[config.mk]
export PLATFORM = sky130hd
export DESIGN_NAME = spgd_step_flat
export DESIGN_NICKNAME = d
export VERILOG_FILES = /design/src/rtl/spgd_step_if.sv /design/src/rtl/spgd_step.sv /design/src/flat_wrapper.sv
export SDC_FILE = /design/constraint.sdc
export NUM_CORES = 1
export LEC_CHECK = 0
export ABC_AREA = 1
export CAP_MARGIN = 40
export CORE_MARGIN = 2
export CORE_UTILIZATION = 55
export DETAILED_ROUTE_END_ITERATION = 8
export GPL_ROUTABILITY_DRIVEN = 0
export GPL_TIMING_DRIVEN = 0
export MAX_ROUTING_LAYER = met4
export PLACE_DENSITY = 0.74
export SYNTH_ARGS = -nofsm -noshare
export SYNTH_HDL_FRONTEND = slang
export SYNTH_SLANG_ARGS = --single-unit
[constraint.sdc]
create_clock -name CLK -period 9.5 [get_ports CLK]
set_input_delay 1.9 -clock CLK [delete_from_list [all_inputs] [get_ports CLK]]
set_output_delay 1.9 -clock CLK [all_outputs]
set_load 0.02 [all_outputs]
[src/rtl/spgd_step_if.sv]
// Signal bundle between the SPGD step controller and its surroundings:
// run control, averager handshake and the packed DAC bus.
interface spgd_step_if #(
  parameter int ADC_WIDTH  = 12,
  parameter int DAC_WIDTH  = 12,
  parameter int NUM_CH     = 4,
  parameter int PERT_WIDTH = 8
);
  logic                          EN;
  logic [PERT_WIDTH-1:0]         AMP;
  logic [7:0]                    GAIN;
  logic signed [ADC_WIDTH-1:0]   METRIC_IN;
  logic                          METRIC_VALID;
  logic                          AVG_RST;
  logic [NUM_CH*DAC_WIDTH-1:0]   DAC_OUT;
  logic                          DAC_STROBE;
  logic                          ITER_DONE;
  logic [31:0]                   ITER_COUNT;
  logic                          BUSY;

  modport master (
    output EN, AMP, GAIN, METRIC_IN, METRIC_VALID,
    input  AVG_RST, DAC_OUT, DAC_STROBE, ITER_DONE, ITER_COUNT, BUSY
  );

  modport slave (
    input  EN, AMP, GAIN, METRIC_IN, METRIC_VALID,
    output AVG_RST, DAC_OUT, DAC_STROBE, ITER_DONE, ITER_COUNT, BUSY
  );
endinterface

[src/rtl/spgd_step.sv]
// One SPGD iteration per EN: perturb +/-, settle with the averager held in
// reset, capture one metric per polarity, then step the channel bases.
module spgd_step #(
  parameter int          ADC_WIDTH     = 12,
  parameter int          DAC_WIDTH     = 12,
  parameter int          NUM_CH        = 4,
  parameter int          PERT_WIDTH    = 8,
  parameter int          GAIN_SHIFT    = 4,
  parameter int          SETTLE_CYCLES = 64,
  parameter logic [15:0] LFSR_SEED     = 16'hACE1
) (
  input logic       CLK,
  input logic       RST,
  spgd_step_if.slave bus
);

  localparam int W  = DAC_WIDTH + ADC_WIDTH + PERT_WIDTH + 10;
  localparam int CW = $clog2(SETTLE_CYCLES + 2);
  localparam logic [DAC_WIDTH-1:0] MID  = {1'b1, {(DAC_WIDTH-1){1'b0}}};
  localparam logic [DAC_WIDTH-1:0] DMAX = {DAC_WIDTH{1'b1}};
  localparam logic [CW-1:0]        SETTLE_INIT = CW'(SETTLE_CYCLES);

  typedef enum logic [2:0] {
    IDLE, APPLY_P, SETTLE_P, MEAS_P, APPLY_M, SETTLE_M, MEAS_M, UPDATE
  } state_e;

  // Adds a signed offset to an unsigned DAC word and clamps to the DAC range.
  function automatic logic [DAC_WIDTH-1:0] sat_add(
    input logic [DAC_WIDTH-1:0] base,
    input logic signed [W-1:0]  off
  );
    logic signed [W-1:0] sum;
    sum = $signed({{(W-DAC_WIDTH){1'b0}}, base}) + off;
    if (sum[W-1])
      sat_add = {DAC_WIDTH{1'b0}};
    else if (sum > $signed({{(W-DAC_WIDTH){1'b0}}, DMAX}))
      sat_add = DMAX;
    else
      sat_add = sum[DAC_WIDTH-1:0];
  endfunction

  state_e                             state_q, state_d;
  logic [15:0]                        lfsr_q, lfsr_d;
  logic [NUM_CH-1:0]                  signs_q, signs_d;
  logic [CW-1:0]                      cnt_q, cnt_d;
  logic signed [ADC_WIDTH-1:0]        jp_q, jp_d, jm_q, jm_d;
  logic [NUM_CH-1:0][DAC_WIDTH-1:0]   base_q, base_d, dac_q, dac_d;
  logic                               avg_rst_q, avg_rst_d;
  logic                               strobe_q, strobe_d;
  logic                               done_q, done_d;
  logic                               busy_q, busy_d;
  logic [31:0]                        count_q, count_d;

  logic signed [W-1:0] amp_s, dj_s, prod_s, delta_s;
  logic                fb_s;

  assign fb_s    = lfsr_q[15] ^ lfsr_q[13] ^ lfsr_q[12] ^ lfsr_q[10];
  assign amp_s   = $signed({{(W-PERT_WIDTH){1'b0}}, bus.AMP});
  assign dj_s    = $signed({{(W-ADC_WIDTH){jp_q[ADC_WIDTH-1]}}, jp_q})
                 - $signed({{(W-ADC_WIDTH){jm_q[ADC_WIDTH-1]}}, jm_q});
  assign prod_s  = dj_s * $signed({{(W-8){1'b0}}, bus.GAIN});
  assign delta_s = prod_s >>> GAIN_SHIFT;

  always_comb begin
    state_d  = state_q;
    lfsr_d   = lfsr_q;
    signs_d  = signs_q;
    cnt_d    = cnt_q;
    jp_d     = jp_q;
    jm_d     = jm_q;
    base_d   = base_q;
    dac_d    = dac_q;
    strobe_d = 1'b0;
    done_d   = 1'b0;
    count_d  = count_q;
    case (state_q)
      IDLE: begin
        if (bus.EN) begin
          signs_d = lfsr_q[NUM_CH-1:0];
          lfsr_d  = {lfsr_q[14:0], fb_s};
          state_d = APPLY_P;
        end else begin
          state_d = IDLE;
        end
      end
      APPLY_P, APPLY_M: begin
        for (int i = 0; i < NUM_CH; i++) begin
          if (signs_q[i] == (state_q == APPLY_P))
            dac_d[i] = sat_add(base_q[i], amp_s);
          else
            dac_d[i] = sat_add(base_q[i], -amp_s);
        end
        strobe_d = 1'b1;
        cnt_d    = SETTLE_INIT;
        state_d  = (state_q == APPLY_P) ? SETTLE_P : SETTLE_M;
      end
      SETTLE_P, SETTLE_M: begin
        cnt_d = (cnt_q == {CW{1'b0}}) ? {CW{1'b0}} : cnt_q - {{(CW-1){1'b0}}, 1'b1};
        if (cnt_q <= {{(CW-1){1'b0}}, 1'b1})
          state_d = (state_q == SETTLE_P) ? MEAS_P : MEAS_M;
        else
          state_d = state_q;
      end
      MEAS_P: begin
        if (bus.METRIC_VALID) begin
          jp_d    = bus.METRIC_IN;
          state_d = APPLY_M;
        end else begin
          state_d = MEAS_P;
        end
      end
      MEAS_M: begin
        if (bus.METRIC_VALID) begin
          jm_d    = bus.METRIC_IN;
          state_d = UPDATE;
        end else begin
          state_d = MEAS_M;
        end
      end
      UPDATE: begin
        for (int i = 0; i < NUM_CH; i++) begin
          if (signs_q[i])
            base_d[i] = sat_add(base_q[i], delta_s);
          else
            base_d[i] = sat_add(base_q[i], -delta_s);
        end
        dac_d    = base_d;
        strobe_d = 1'b1;
        done_d   = 1'b1;
        count_d  = count_q + 32'd1;
        state_d  = IDLE;
      end
      default: state_d = IDLE;
    endcase
    // The averager runs only while a metric is being awaited.
    avg_rst_d = !((state_d == MEAS_P) || (state_d == MEAS_M));
    busy_d    = (state_d != IDLE);
  end

  always_ff @(posedge CLK) begin
    if (RST) begin
      state_q   <= IDLE;
      lfsr_q    <= LFSR_SEED;
      signs_q   <= {NUM_CH{1'b0}};
      cnt_q     <= {CW{1'b0}};
      jp_q      <= {ADC_WIDTH{1'b0}};
      jm_q      <= {ADC_WIDTH{1'b0}};
      base_q    <= {NUM_CH{MID}};
      dac_q     <= {NUM_CH{MID}};
      avg_rst_q <= 1'b1;
      strobe_q  <= 1'b0;
      done_q    <= 1'b0;
      busy_q    <= 1'b0;
      count_q   <= 32'd0;
    end else begin
      state_q   <= state_d;
      lfsr_q    <= lfsr_d;
      signs_q   <= signs_d;
      cnt_q     <= cnt_d;
      jp_q      <= jp_d;
      jm_q      <= jm_d;
      base_q    <= base_d;
      dac_q     <= dac_d;
      avg_rst_q <= avg_rst_d;
      strobe_q  <= strobe_d;
      done_q    <= done_d;
      busy_q    <= busy_d;
      count_q   <= count_d;
    end
  end

  assign bus.AVG_RST    = avg_rst_q;
  assign bus.DAC_OUT    = dac_q;
  assign bus.DAC_STROBE = strobe_q;
  assign bus.ITER_DONE  = done_q;
  assign bus.ITER_COUNT = count_q;
  assign bus.BUSY       = busy_q;

endmodule

[src/flat_wrapper.sv]
// flat-port wrapper written by rule: the top's interface ports become plain ports
module spgd_step_flat 
#(
  parameter int          ADC_WIDTH     = 12,
  parameter int          DAC_WIDTH     = 12,
  parameter int          NUM_CH        = 4,
  parameter int          PERT_WIDTH    = 8,
  parameter int          GAIN_SHIFT    = 4,
  parameter int          SETTLE_CYCLES = 64,
  parameter logic [15:0] LFSR_SEED     = 16'hACE1
)
  (CLK, RST, bus_EN, bus_AMP, bus_GAIN, bus_METRIC_IN, bus_METRIC_VALID, bus_AVG_RST, bus_DAC_OUT, bus_DAC_STROBE, bus_ITER_DONE, bus_ITER_COUNT, bus_BUSY);
  spgd_step_if #(.ADC_WIDTH(ADC_WIDTH), .DAC_WIDTH(DAC_WIDTH), .NUM_CH(NUM_CH), .PERT_WIDTH(PERT_WIDTH)) bus_i ();
  input logic CLK;
  input logic RST;
  input wire logic [$bits(bus_i.EN)-1:0] bus_EN;
  input wire logic [$bits(bus_i.AMP)-1:0] bus_AMP;
  input wire logic [$bits(bus_i.GAIN)-1:0] bus_GAIN;
  input wire logic [$bits(bus_i.METRIC_IN)-1:0] bus_METRIC_IN;
  input wire logic [$bits(bus_i.METRIC_VALID)-1:0] bus_METRIC_VALID;
  output wire logic [$bits(bus_i.AVG_RST)-1:0] bus_AVG_RST;
  output wire logic [$bits(bus_i.DAC_OUT)-1:0] bus_DAC_OUT;
  output wire logic [$bits(bus_i.DAC_STROBE)-1:0] bus_DAC_STROBE;
  output wire logic [$bits(bus_i.ITER_DONE)-1:0] bus_ITER_DONE;
  output wire logic [$bits(bus_i.ITER_COUNT)-1:0] bus_ITER_COUNT;
  output wire logic [$bits(bus_i.BUSY)-1:0] bus_BUSY;
  assign bus_i.EN = bus_EN;
  assign bus_i.AMP = bus_AMP;
  assign bus_i.GAIN = bus_GAIN;
  assign bus_i.METRIC_IN = bus_METRIC_IN;
  assign bus_i.METRIC_VALID = bus_METRIC_VALID;
  assign bus_AVG_RST = bus_i.AVG_RST;
  assign bus_DAC_OUT = bus_i.DAC_OUT;
  assign bus_DAC_STROBE = bus_i.DAC_STROBE;
  assign bus_ITER_DONE = bus_i.ITER_DONE;
  assign bus_ITER_COUNT = bus_i.ITER_COUNT;
  assign bus_BUSY = bus_i.BUSY;
  spgd_step #(.ADC_WIDTH(ADC_WIDTH), .DAC_WIDTH(DAC_WIDTH), .NUM_CH(NUM_CH), .PERT_WIDTH(PERT_WIDTH), .GAIN_SHIFT(GAIN_SHIFT), .SETTLE_CYCLES(SETTLE_CYCLES), .LFSR_SEED(LFSR_SEED)) u_core (.CLK(CLK), .RST(RST), .bus(bus_i));
endmodule
==> impl_metrics.env <==
export IMPL_tightest_slew_ns=0.867
export IMPL_grt_pass1_vias=21842
export IMPL_start_util_pct=55.7
export IMPL_synth_compound_area_share_pct=16.9
export IMPL_path_max_fanout=10
export IMPL_min_period_ns=9.26
export IMPL_routed_wl_um=72000
export IMPL_syn_nets=3749
export IMPL_drcViolationCount=0
export IMPL_finalHoldViolCount=0
export IMPL_worst_ep_arrival_time_ns=9.57
export IMPL_fill_cells=3701
export IMPL_final_max_slew_viol_count=0
export IMPL_via_per_inst=5.70
export IMPL_nNetsFinal=3907
export IMPL_ys_warn_count=0
export IMPL_worstPathRequired_ns=9.81
export IMPL_setup_viol=0
export IMPL_antenna_found_initial=0
export IMPL_cts_root_buf="clkbuf_16"
export IMPL_synthAdderAreaFrac_pct=22.0
export IMPL_multi_input_comb_area_um2=16600
export IMPL_async_reset_ff_share_pct=0
export IMPL_endpoint_kind="flip-flop"
export IMPL_cts_tree="done"
export IMPL_hold_path_class="flip-flop to flip-flop"
export IMPL_numPortBuffers=114
export IMPL_num_antenna_cells=0
export IMPL_cts_sinks=182
export IMPL_drt_first_pass_iters=6
export IMPL_critical_path_buf_inv_count=8
export IMPL_antenna_left=0
export IMPL_synth_edf_count=0
export IMPL_cp_top_family="adder cells"
export IMPL_ys_seq_elements=182
export IMPL_drive_above_1_share_pct=6.46
export IMPL_fin_crit_sh_pct=97.5
export IMPL_cp_slowest_cell="clkdlybuf4s50_1"
export IMPL_fp_row_count=73
export IMPL_critPathKind="input port to flip-flop"
export IMPL_synthToLayoutAreaGrowth_pct=13.3
export IMPL_whs_ns=0.464
export IMPL_vias=23302
export IMPL_drv_cap=0
export IMPL_core_um2=39600
export IMPL_fmax_ghz=0.108
export IMPL_clock_latency_ns=0.46
export IMPL_yosysUniqueCellTypes=57
export IMPL_dieArea_um2=41700
export IMPL_wire_per_inst_um=17.6
export IMPL_post_dp_hpwl_um=57100
export IMPL_cts_made_buffers=17
export IMPL_syn_inst=3389
export IMPL_status="finished, final reports clean"
export IMPL_yosysSeqAreaShare_pct=16.5
export IMPL_hold_buffers=0
export IMPL_grt_overflow=0
export IMPL_die_width_um=204
export IMPL_grt_pass1_wl_um=113000
export IMPL_clk_pin_slew_worst_paths_ns=0.07
export IMPL_syn_area_um2=22100
export IMPL_cp_common_cell="nand2_1"
export IMPL_synthSimpleGateAreaFrac_pct=28.0
export IMPL_synth_top_family_by_area="simple AND/OR/NAND/NOR gates"
export IMPL_io_pins=116
export IMPL_grt_usage_pct=35.1
export IMPL_fin_skew_ns=0.00913
export IMPL_first_iter_violations=1862
export IMPL_start_kind="input port"
export IMPL_synth_ff_type="dfxtp_1"
export IMPL_fp_dieH_um=204
export IMPL_synth_area_per_cell_um2=6.51
export IMPL_h_tree_depth=4
export IMPL_muxShareOfSynthArea_pct=0
export IMPL_slew_headroom_pct=41.8
export IMPL_grt_start_max_net_pins=19
export IMPL_synth_xor_area_share_pct=7.10
export IMPL_regArea_um2=3640
export IMPL_cpPeakStageDelay_ns=0.62
export IMPL_clock_path_buffers=2
kinds of logic (layout without fill, tap and decap cells):
kind of cell    after synthesis  count (layout)
simple gates               1465            1465
xor+xnor                    179             179
flops                       182             182
compound gates              689             689
buf+inv                     546             717
fa+ha+maj                   328             328
metrics by stage:
| stage | util (%) | TNS [ns] | cells | instance area (µm²) | worst slack (ns) |
|---|---|---|---|---|---|
| after floorplan | - | 0 | 3389 | 22100 | 1.35 |
| after detailed placement | 60.3 | -84.44 | 4031 | 23900 | -1.17 |
| after CTS | 62.2 | 0 | 4068 | 24600 | 0.0133 |
| after global placement | 60.2 | -94.02 | 4028 | 23900 | -1.20 |
| after global routing | 63.1 | -0.963 | 4085 | 25000 | -0.0800 |
| final | 63.1 | 0 | 4085 | 25000 | 0.242 |
cells in the final DEF, fill, tap and decap left out, types with 15 or more instances in the layout:
| cell | instances |
|---|---|
| dfxtp_1 | 181 |
| xnor2_1 | 69 |
| xor2_1 | 106 |
| nand2_1 | 954 |
| clkbuf_1 | 60 |
| o21ai_0 | 205 |
| o21bai_1 | 19 |
| a21oi_1 | 359 |
| nand4_1 | 30 |
| clkdlybuf4s50_1 | 113 |
| buf_4 | 28 |
| clkbuf_16 | 17 |
| inv_2 | 22 |
| fa_1 | 98 |
| o211ai_1 | 15 |
| nand2_2 | 32 |
| ha_1 | 217 |
| nor3_1 | 18 |
| nor2_1 | 217 |
| inv_1 | 432 |
| nand3_1 | 138 |
path summary, 6_finish.rpt:
kind / cells past startpoint / to / slack (ns) / start
setup / recovery: 38 / u_core.base_q[0]$_SDFFE_PP0P_ / 0.24 / bus_GAIN[0]
setup reg to reg: 53 / u_core.base_q[0]$_SDFFE_PP0P_ / 0.33 / u_core.jp_q[0]$_SDFFE_PP0P_
hold / removal: 2 / u_core.jm_q[3]$_SDFFE_PP0P_ / 0.46 / u_core.jm_q[3]$_SDFFE_PP0P_
hold reg to reg: 2 / u_core.jm_q[3]$_SDFFE_PP0P_ / 0.46 / u_core.jm_q[3]$_SDFFE_PP0P_
tightest hold or removal path: cells and delay by family, from the launching register on:
kind | cells | cell delay, ns
flops | 1 | 0.30
compound gates | 1 | 0.06
buf+inv | 1 | 0.06
metal layers:
layer	vias to the layer above	global-route usage, %	share of wire (%)
met2	1041	56.1	45
met3	242	5.34	8.1
met4	0	17.9	5.8
met5	-	-	0
li1	11305	-	-
met1	10714	43.0	41
synthesized netlist by cell type (25+ instances only):
cell type	instances	area [µm²]
a21oi_1	365	1830
clkbuf_1	63	236
dfxtp_1	182	3640
fa_1	101	2020
ha_1	227	2840
inv_1	441	1660
nand2_1	968	3630
nand2_2	25	156
nand3_1	138	691
nand4_1	30	188
nor2_1	218	818
o21ai_0	214	1070
xnor2_1	70	613
xor2_1	109	955
flip-flops by register name, indices dropped and copies added, names as in the netlist, 3 cells and up:
signal	cells
u_core.bus.ITER_COUNT	32
u_core.cnt_q	7
u_core.jp_q	12
u_core.state_q	3
u_core.lfsr_q	13
u_core.bus.DAC_OUT	48
u_core.base_q	48
u_core.signs_q	3
u_core.jm_q	12
timing repair:
action / 4_1_cts / 5_1_grt
endpoints found under the setup margin: 96 / 96
gates resized for setup: 25 / 73
buffers inserted: 6 / 17
pin swaps: 1 / 15
final cells by class:
type                            instances  share of cell area (%)
Timing Repair Buffer                  140                    5.35
Buffer                                 80                    1.45
Multi-Input combinational cell       2661                    66.5
Inverter                              465                    7.04
Clock inverter                         13                   0.630
Tap cell                              525                    2.63
Clock buffer                           19                    1.81
Sequential cell                       182                    14.6
Power is not shown: default switching activity piles up to over one toggle a cycle in this logic, so the estimate is an artifact.
